$ cat src/rtl/simon_key_expander_pkg.sv
// Shared SIMON key-schedule definitions: z constant sequences, FSM state type and the
// width-generic key-schedule step used by both the forward and the reverse walk.
package simon_pkg;

    typedef enum logic {IDLE, RUN} ks_state_t;

    localparam int unsigned Z_LEN = 62;

    function automatic logic [61:0] rev62(input logic [61:0] x);
        logic [61:0] y;
        for (int i = 0; i < 62; i++) begin
            y[i] = x[61-i];
        end
        return y;
    endfunction

    // Literals are written as published (leftmost = z[0]), then bit-reversed so bit i = z[i].
    localparam logic [61:0] SIMON_Z [5] = '{
        rev62(62'b11111010001001010110000111001101111101000100101011000011100110),
        rev62(62'b10001110111110010011000010110101000111011111001001100001011010),
        rev62(62'b10101111011100000011010010011000101000010001111110010110110011),
        rev62(62'b11011011101011000110010111100000010010001010011100110100001111),
        rev62(62'b11010001111001101011011000100000010111000011001010010011101111)
    };

    function automatic logic [63:0] word_mask(input int unsigned word_w);
        logic [63:0] m;
        if (word_w >= 64) m = '1;
        else m = (64'd1 << word_w) - 64'd1;
        return m;
    endfunction

    function automatic logic [63:0] ror_w(input logic [63:0] x, input int unsigned s,
                                          input int unsigned word_w);
        return ((x >> s) | (x << (word_w - s))) & word_mask(word_w);
    endfunction

    // Result = ~w0 ^ t(wtop, w1) ^ z ^ 3. Forward: w0 is the retiring word; reverse: w0 is
    // k[i+m] and the result is k[i], since inverting w0 undoes the forward complement.
    function automatic logic [63:0] simon_ks_step(input logic [63:0] w0,
                                                  input logic [63:0] wtop,
                                                  input logic [63:0] w1,
                                                  input int unsigned word_w,
                                                  input int unsigned m,
                                                  input logic zbit);
        logic [63:0] t;
        t = ror_w(wtop, 3, word_w);
        if (m == 4) t = t ^ w1;
        t = t ^ ror_w(t, 1, word_w);
        return (~w0 ^ t ^ 64'd3 ^ {63'd0, zbit}) & word_mask(word_w);
    endfunction

endpackage

$ cat src/rtl/simon_key_expander_if.sv
// Key-load and round-key stream bundle for simon_key_expander; key_dir exists only when
// SIMON_KS_REVERSE_EN is defined.
interface simon_key_expander_if #(
    parameter int unsigned WORD_W    = 16,
    parameter int unsigned KEY_WORDS = 4
);
    logic                          key_valid;
    logic                          key_ready;
    logic [KEY_WORDS*WORD_W-1:0]   key_in;
`ifdef SIMON_KS_REVERSE_EN
    logic                          key_dir;
`endif
    logic                          rk_valid;
    logic                          rk_ready;
    logic [WORD_W-1:0]             rk_data;
    logic [6:0]                    rk_index;
    logic                          rk_last;
    logic                          busy;

    modport master (
`ifdef SIMON_KS_REVERSE_EN
        output key_dir,
`endif
        output key_valid, key_in, rk_ready,
        input  key_ready, rk_valid, rk_data, rk_index, rk_last, busy
    );

    modport slave (
`ifdef SIMON_KS_REVERSE_EN
        input  key_dir,
`endif
        input  key_valid, key_in, rk_ready,
        output key_ready, rk_valid, rk_data, rk_index, rk_last, busy
    );
endinterface

$ cat src/rtl/simon_key_expander_round_fn.sv
// Combinational SIMON key-schedule word generator, one step forward or backward depending
// on which window words the caller presents.
module simon_ks_round_fn
    import simon_pkg::*;
#(
    parameter int unsigned WORD_W    = 16,
    parameter int unsigned KEY_WORDS = 4
) (
    input  logic [WORD_W-1:0] w0_i,
    input  logic [WORD_W-1:0] wtop_i,
    input  logic [WORD_W-1:0] w1_i,
    input  logic              zbit_i,
    output logic [WORD_W-1:0] word_o
);
    assign word_o = WORD_W'(simon_ks_step(64'(w0_i), 64'(wtop_i), 64'(w1_i),
                                          WORD_W, KEY_WORDS, zbit_i));
endmodule

$ cat src/rtl/simon_key_expander.sv
// Sequential SIMON key expander: loads an m-word master key, streams T round keys.
// Optional SIMON_KS_REVERSE_EN adds key_dir for a k[T-1]..k[0] decryption walk.
module simon_key_expander
    import simon_pkg::*;
#(
    parameter int unsigned WORD_W    = 16,
    parameter int unsigned KEY_WORDS = 4,
    parameter int unsigned ROUNDS    = 32,
    parameter int unsigned Z_SEL     = 0
) (
    input  logic                 clk,
    input  logic                 rst_n,
    simon_key_expander_if.slave  bus
);
    localparam logic [61:0] ZSeq    = SIMON_Z[Z_SEL];
    localparam logic [6:0]  LastFwd = 7'(ROUNDS - 1);
    localparam logic [6:0]  KwIdx   = 7'(KEY_WORDS);

    ks_state_t         state_q, state_d;
    logic [WORD_W-1:0] win_q [KEY_WORDS];
    logic [WORD_W-1:0] win_d [KEY_WORDS];
    logic [6:0]        r_q, r_d;
    logic              dir_q, dir_d;
    logic              load_dir;

    logic              run;
    logic              last;
    logic              hs;
    logic [6:0]        z_idx;
    logic              zbit;
    logic [WORD_W-1:0] fn_w0, fn_wtop, fn_w1, fn_word;

`ifdef SIMON_KS_REVERSE_EN
    assign load_dir = bus.key_dir;
`else
    assign load_dir = 1'b0;
`endif

    assign run  = (state_q == RUN);
    assign last = run && (r_q == (dir_q ? 7'd0 : LastFwd));
    assign hs   = run && bus.rk_ready;

    // Reverse generates k[r-m]; indices below zero are never presented, so any z bit will do.
    assign z_idx = dir_q ? ((r_q >= KwIdx) ? r_q - KwIdx : 7'd0) : r_q;
    assign zbit  = ZSeq[6'((z_idx >= 7'(Z_LEN)) ? z_idx - 7'(Z_LEN) : z_idx)];

    assign fn_w0   = dir_q ? win_q[KEY_WORDS-1] : win_q[0];
    assign fn_wtop = dir_q ? win_q[KEY_WORDS-2] : win_q[KEY_WORDS-1];
    assign fn_w1   = dir_q ? win_q[0]           : win_q[1];

    simon_ks_round_fn #(
        .WORD_W    (WORD_W),
        .KEY_WORDS (KEY_WORDS)
    ) u_round_fn (
        .w0_i   (fn_w0),
        .wtop_i (fn_wtop),
        .w1_i   (fn_w1),
        .zbit_i (zbit),
        .word_o (fn_word)
    );

    assign bus.key_ready = (state_q == IDLE);
    assign bus.busy      = run;
    assign bus.rk_valid  = run;
    assign bus.rk_data   = run ? (dir_q ? win_q[KEY_WORDS-1] : win_q[0]) : '0;
    assign bus.rk_index  = r_q;
    assign bus.rk_last   = last;

    always_comb begin
        state_d = state_q;
        win_d   = win_q;
        r_d     = r_q;
        dir_d   = dir_q;
        unique case (state_q)
            IDLE: begin
                if (bus.key_valid) begin
                    for (int j = 0; j < KEY_WORDS; j++) begin
                        win_d[j] = bus.key_in[j*WORD_W +: WORD_W];
                    end
                    dir_d   = load_dir;
                    r_d     = load_dir ? LastFwd : 7'd0;
                    state_d = RUN;
                end
            end
            RUN: begin
                if (hs) begin
                    if (dir_q) begin
                        for (int j = KEY_WORDS - 1; j > 0; j--) win_d[j] = win_q[j-1];
                        win_d[0] = fn_word;
                    end else begin
                        for (int j = 0; j < KEY_WORDS - 1; j++) win_d[j] = win_q[j+1];
                        win_d[KEY_WORDS-1] = fn_word;
                    end
                    if (last) begin
                        r_d     = 7'd0;
                        state_d = IDLE;
                    end else begin
                        r_d = dir_q ? r_q - 7'd1 : r_q + 7'd1;
                    end
                end
            end
            default: state_d = IDLE;
        endcase
    end

    always_ff @(posedge clk) begin
        if (!rst_n) begin
            state_q <= IDLE;
            r_q     <= '0;
            dir_q   <= 1'b0;
            for (int j = 0; j < KEY_WORDS; j++) win_q[j] <= '0;
        end else begin
            state_q <= state_d;
            r_q     <= r_d;
            dir_q   <= dir_d;
            for (int j = 0; j < KEY_WORDS; j++) win_q[j] <= win_d[j];
        end
    end
endmodule
$ cat src/flat_wrapper.sv
// flat-port wrapper written by rule: the top's interface ports become plain ports
module simon_key_expander_flat import simon_pkg::*;
#(
    parameter int unsigned WORD_W    = 16,
    parameter int unsigned KEY_WORDS = 4,
    parameter int unsigned ROUNDS    = 32,
    parameter int unsigned Z_SEL     = 0
)
  (clk, rst_n, bus_key_valid, bus_key_in, bus_rk_ready, bus_key_ready, bus_rk_valid, bus_rk_data, bus_rk_index, bus_rk_last, bus_busy);
  simon_key_expander_if #(.WORD_W(WORD_W), .KEY_WORDS(KEY_WORDS)) bus_i ();
  input  logic clk;
  input  logic rst_n;
  input wire logic [$bits(bus_i.key_valid)-1:0] bus_key_valid;
  input wire logic [$bits(bus_i.key_in)-1:0] bus_key_in;
  input wire logic [$bits(bus_i.rk_ready)-1:0] bus_rk_ready;
  output wire logic [$bits(bus_i.key_ready)-1:0] bus_key_ready;
  output wire logic [$bits(bus_i.rk_valid)-1:0] bus_rk_valid;
  output wire logic [$bits(bus_i.rk_data)-1:0] bus_rk_data;
  output wire logic [$bits(bus_i.rk_index)-1:0] bus_rk_index;
  output wire logic [$bits(bus_i.rk_last)-1:0] bus_rk_last;
  output wire logic [$bits(bus_i.busy)-1:0] bus_busy;
  assign bus_i.key_valid = bus_key_valid;
  assign bus_i.key_in = bus_key_in;
  assign bus_i.rk_ready = bus_rk_ready;
  assign bus_key_ready = bus_i.key_ready;
  assign bus_rk_valid = bus_i.rk_valid;
  assign bus_rk_data = bus_i.rk_data;
  assign bus_rk_index = bus_i.rk_index;
  assign bus_rk_last = bus_i.rk_last;
  assign bus_busy = bus_i.busy;
  simon_key_expander #(.WORD_W(WORD_W), .KEY_WORDS(KEY_WORDS), .ROUNDS(ROUNDS), .Z_SEL(Z_SEL)) u_core (.clk(clk), .rst_n(rst_n), .bus(bus_i));
endmodule
$ cat config.mk
export PLATFORM = sky130hd
export DESIGN_NAME = simon_key_expander_flat
export DESIGN_NICKNAME = d
export VERILOG_FILES = /design/src/rtl/simon_key_expander_pkg.sv /design/src/rtl/simon_key_expander_if.sv /design/src/rtl/simon_key_expander_round_fn.sv /design/src/rtl/simon_key_expander.sv /design/src/flat_wrapper.sv
export SDC_FILE = /design/constraint.sdc
export NUM_CORES = 1
export LEC_CHECK = 0
export CORE_ASPECT_RATIO = 1.1
export CORE_MARGIN = 2
export CORE_UTILIZATION = 30
export DETAILED_ROUTE_END_ITERATION = 16
export DONT_BUFFER_PORTS = 1
export PLACE_DENSITY = 0.53
export RECOVER_POWER = 50
export SLEW_MARGIN = 20
export SYNTH_ARGS = -nofsm -noshare
export SYNTH_HDL_FRONTEND = slang
export SYNTH_HIERARCHICAL = 1
export SYNTH_SLANG_ARGS = --single-unit
$ cat constraint.sdc
create_clock -name clk -period 4.5 [get_ports clk]
set_input_delay 0.675 -clock clk [delete_from_list [all_inputs] [get_ports clk]]
set_output_delay 0.675 -clock clk [all_outputs]
set_load 0.01 [all_outputs]
Yosys cells after proc, flatten, opt, wreduce, memory -nomap -nowiden
Memories as Yosys holds them, arrays and structs flattened.
Index checks and enable logic that the tools add are counted.
- add/subtract/negate cells: 2
- order comparisons: 2
- equal/unequal tests: 3
- multiplexer cells: 14
- bitwise operators: 9
- reductions and logical operators: 3
- operator list (kind ; count):
    $mux W64 ; 2
    $pmux W64 S2 ; 1
    $xor A16 B16 Y16 ; 3
    $mux W7 ; 3
    $mux W16 ; 1
    $not A16 Y16 ; 1
    $or A13 B16 Y16 ; 1
    $or A15 B16 Y16 ; 1
    $xor A16 B1 Y16 ; 1
    $pmux W7 S2 ; 1
    $add A7 B1 Y7 const B ; 1
    $eq A7 B5 Y1 const B ; 1
    $ge A7 B6 Y1 const B ; 1
    $lt A6 B7 Y1 const B ; 1
    $mux W6 ; 1
    $sub A6 B6 Y6 const B ; 1
    $mux W1 ; 4
    $ne A2 B2 Y1 const B ; 2
    $logic_and A1 B1 Y1 ; 2
    $not A2 Y2 ; 1
    $pmux W1 S2 ; 1
    $reduce_and A2 Y1 ; 1
    $not A1 Y1 ; 1
- register bits: 72
- bits in read-only memories: 64
- input port bits: 68
- output and inout bits: 27
- memories: 1
- memory list (name ; depth ; bits a word ; read ports ; clocked after memory_dff ; wr ports ; RTL line ; text):
    (no name shown) ; 64 ; 1 ; 1 ; 0 ; 0 ; simon_key_expander.sv:45 ; assign zbit = ZSeq[6'((z_idx >= 7'(Z_LEN)) ? z_idx - 7'(Z_LEN) : z_idx)];

Longest topological paths before layout
- depth after elaboration: 9
- depth in mapped cells: 16
- gate-level depth less buffers: 16

Hierarchy
Netlist, hierarchy kept.
- by module, submodules not included (module ; times used ; cells an instance ; area an instance (µm²) ; sequential area each (µm²)):
    simon_key_expander ; 1 ; 407 ; 3826.2 ; 1441.4
    simon_ks_round_fn ; 1 ; 34 ; 563.0 ; 0.0

Worst setup path after synthesis
OpenSTA, ideal clock, no wires.
- path type: register to register
- from: register u_core.r_q[0], in the netlist u_core/bus.rk_index[0]
- to: register u_core/win_q[0] in the netlist's numbering
- setup time: 0.116 ns
- arrival time: 3.191 ns
- data required time: 4.384 ns
- setup slack: 1.193 ns
- stages on the path, launching flop included: 16
- cells stage by stage: dfxtp_1 > inv_1 > ha_1 > a21o_1 > a41oi_2 > xnor2_1 > ha_1 > nor2_1 > a211oi_1 > a211o_1 > a31o_1 > xor2_1 > xnor3_1 > mux2i_1 > nand2_1 > o211a_1
- longest elaborated chain between the ends: 7
- elaborated cells between the ends (all ways): 8
- those cells by class: 1 x add/sub; 1 x order compare; 4 x mux; 1 x bitwise; 1 x memory
- RTL lines (what ; RTL line ; text):
    start: declaration ; simon_key_expander.sv:22 ; logic [6:0] r_q, r_d;
    start signal: assignment ; simon_key_expander.sv:114 ; r_q <= r_d;
    $sub A6 B6 Y6 / $ge A7 B6 Y1 (equally long branches) ; simon_key_expander.sv:45 ;
    $mux W6 * ; simon_key_expander.sv:45 ;
    $mem_v2 Z64 W1 * ; -- ;
    $mux W1 * ; simon_key_expander.sv:45 ;
    net u_core.zbit ; simon_key_expander.sv:30 ; logic zbit;
    $xor A16 B1 Y16 * ; simon_key_expander_pkg.sv:50 ; return (~w0 ^ t ^ 64'd3 ^ {63'd0, zbit}) & word_mask(word_w);
    net u_core.fn_word[0] ; simon_key_expander.sv:31 ; logic [WORD_W-1:0] fn_w0, fn_wtop, fn_w1, fn_word;
    $mux W64 * ; simon_key_expander.sv:86 ; if (hs) begin
    $pmux W64 S2 * ; simon_key_expander.sv:74 ; unique case (state_q)
    end: declaration ; simon_key_expander.sv:20 ; logic [WORD_W-1:0] win_q [KEY_WORDS];
Mark *: on every way through the listed nets, which the timed path passes. The rest lies on a longest branch. The select of a mux whose other input is x is not followed.
A chain may end at the register's enable or synchronous reset.

Worst setup path in the final report
Same ends and word-level chain as after synthesis.

==> results.txt <==
Vias in the first global route -> 3111
# Post-CTS Setup Buffers -> 0
Reg clk slew, reported paths -> 0.06 ns
Slew @ Worst Pin -> 1.38 ns
RSZ-0062 raised after global routing -> false
Count leader, synth -> nand2_1
Vias/cell -> 5.14
Pre-antenna DRT Iters -> 4
Top Ports -> 95
Area grow syn2layout -> 8.81%
Clk_skew -> 0.00634 ns
Worst slew margin -> 7.59%
Initial Util -> 30.5%
EDFF count, synth -> 0
Fraction of layout instances using a drive strength above 1 -> 6.90%
ANT cells -> 0
Port bufs -> 0
Dominant synthesized flop cell -> dfxtp_1
Final worst setup slack -> 0.701 ns
Core area -> 14400 µm²
Post-place setup slack -> 0.754 ns
CTS sink cnt -> 72
Worst setup EP type -> flop
DRC errors left -> 0
Fin crit share -> 84.4%
Final ANT Viol Nets -> 0
Mean Syn Cell Area -> 9.95 µm²
Crit path launch type -> flop
Worst hold path cell count -> 1
CP Max Fanout -> 10
Critical path class -> reg -> reg
Cells after Synth -> 441
Number of max-cap violations -> 0
Largest net degree at the start of global routing -> 98
Final wirelength -> 11000 µm
Routed length per instance -> 18.0 µm
Setup violators final -> 0
Die area -> 15600 µm²
Status -> complete, no violations
Syn nets -> 516
Largest area contributor in the netlist -> dfxtp_1
Post-CTS resize count -> 0
Power Dens Cells -> 393 nW/µm²
Maximum level of the CTS H-tree -> 3
Synthesized area -> 4390 µm²
Root Buffer -> clkbuf_16
Async S/R FF share, synth -> 0%
Initial drt markers -> 178
Worst EP arrival -> 4.02 ns
Detailed placement HPWL -> 7780 µm
Die H -> 131 µm
Fmax -> 0.263 GHz
Most frequent cells after synthesis -> nand2_1 (74), dfxtp_1 (72), o211a_1 (66), mux2i_1 (65), clkbuf_1 (26)
Placer Congestion -> 0.763
Longest Clk Path Bufs -> 2
CTS tree -> done
Cts-stage hold buffer count -> 0
Post-synthesis cell type count -> 45
Hold Crit Class -> in -> reg
Share of Yosys cell area claimed by the top area cell type -> 32.8%
Fin. max-slew vios -> 0
Worst Reg2Reg Path Length in Cells -> 16
Synth top area cells -> dfxtp_1 (33%), o211a_1 (15%), mux2i_1 (15%)
Fillers -> 1502
Min cycle time layout -> 3.80 ns
P_leak -> 0.00254 µW
DIE WIDTH -> 119 µm
Clock Latency Late Sink -> 0.34 ns
Cell Rows -> 46
Layout Utilization -> 33.2%
Register bit total from synthesis -> 72
Nets@finish -> 490
Initial antenna violation count -> 0
Fin. Hold Viols -> 0
Vias -> 3145
Remaining global-route overflow -> 0
Sequential fraction of the synthesis area -> 32.8%
IR drop worst, VDD -> 0.208 mV
First-pass GRT wire length -> 17200 µm
Setup TNS -> 0 ns
Warnings from Yosys -> 6
Total Routing Usage GR -> 14.4%
Req. time, crit path -> 4.72 ns
CTS buffer count -> 9
==> flip-flops by register name, indices dropped and copies added, names as in the netlist <==
register and count:
u_core/bus.rk_index 7, u_core/win_q 64, u_core/bus.busy 1
==> cell type report <==
class	count	area (µm²)	share of cell area, %
Timing Repair Buffer	2	15.0	0.314
Inverter	5	18.8	0.393
Clock buffer	10	229	4.79
Multi-Input combinational cell	325	2770	57.9
Clock inverter	6	66.3	1.39
Sequential cell	72	1440	30.2
Tap cell	192	240	5.03
==> worst paths after layout <==
path,slack [ns],from,end
max,0.70,u_core/bus.rk_index[0],u_core/win_q[0]
min,0.48,rst_n,u_core/bus.rk_index[1]
max reg2reg,0.70,u_core/bus.rk_index[0],u_core/win_q[0]
min reg2reg,0.50,u_core/win_q[17],u_core/win_q[17]
==> metrics by stage <==
step	area (µm²)	hold WS, ns	power [µW]	cells
after floorplan	4390	0.472	1110	441
after global placement	4480	0.479	1170	596
after detailed placement	4480	0.488	1170	596
after CTS	4780	0.459	1910	612
after global routing	4780	0.460	1980	612
final	4780	0.480	1880	612
==> worst max-delay path, stage by stage (launching register included) <==
cell	delay [ns]
dfxtp_1	0.59
inv_1	0.20
ha_1	0.26
a21o_1	0.21
a41oi_2	0.21
xnor2_1	0.27
inv_2	0.10
ha_1	0.21
mux2_1	0.28
nor3_1	0.19
a211oi_1	0.08
a31o_1	0.21
xor2_1	0.17
xnor3_1	0.34
mux2i_1	0.14
nand2_1	0.07
o211a_1	0.16
==> layer usage <==
metal / up-vias / global-route usage (%) / share of wire (%)
met5: - / 0 / 0
met3: 13 / 4.60 / 6.0
met1: 1505 / 19.0 / 48
li1: 1544 / - / -
met2: 83 / 21.9 / 44
met4: 0 / 6.23 / 2.2
==> layout by cell type (no fill, tap or decap), drive strengths merged, types with 2 or more instances in the layout <==
master	count
buf	2
mux2i	65
a31o	2
xnor3	16
nand4	2
xnor2	3
nor3	3
inv	7
a31oi	4
o211ai	3
o21ai	6
o211a	66
clkinv	2
a21o	2
ha	7
xor2	18
and2	20
clkbuf	10
a211oi	2
a21oi	4
dfxtp	72
nor2	7
nand3	4
nor2b	2
nand2	74
==> kinds of logic after synthesis <==
logic type | synth area share (%)
simple gates | 12.0
buf+inv | 4.33
fa+ha+maj | 2.00
xor+xnor | 13.4
compound gates | 20.4
mux | 15.1
flops | 32.8
==> where the power goes <==
| group | switching [µW] | internal, µW | leakage [µW] | total [µW] |
|---|---|---|---|---|
| logic | 165 | 222 | 0.00180 | 387 |
| clock network | 288 | 432 | 0.000143 | 720 |
| registers | 71.9 | 700 | 0.000596 | 772 |
No activity file was read; power rests on OpenSTA's default activity.
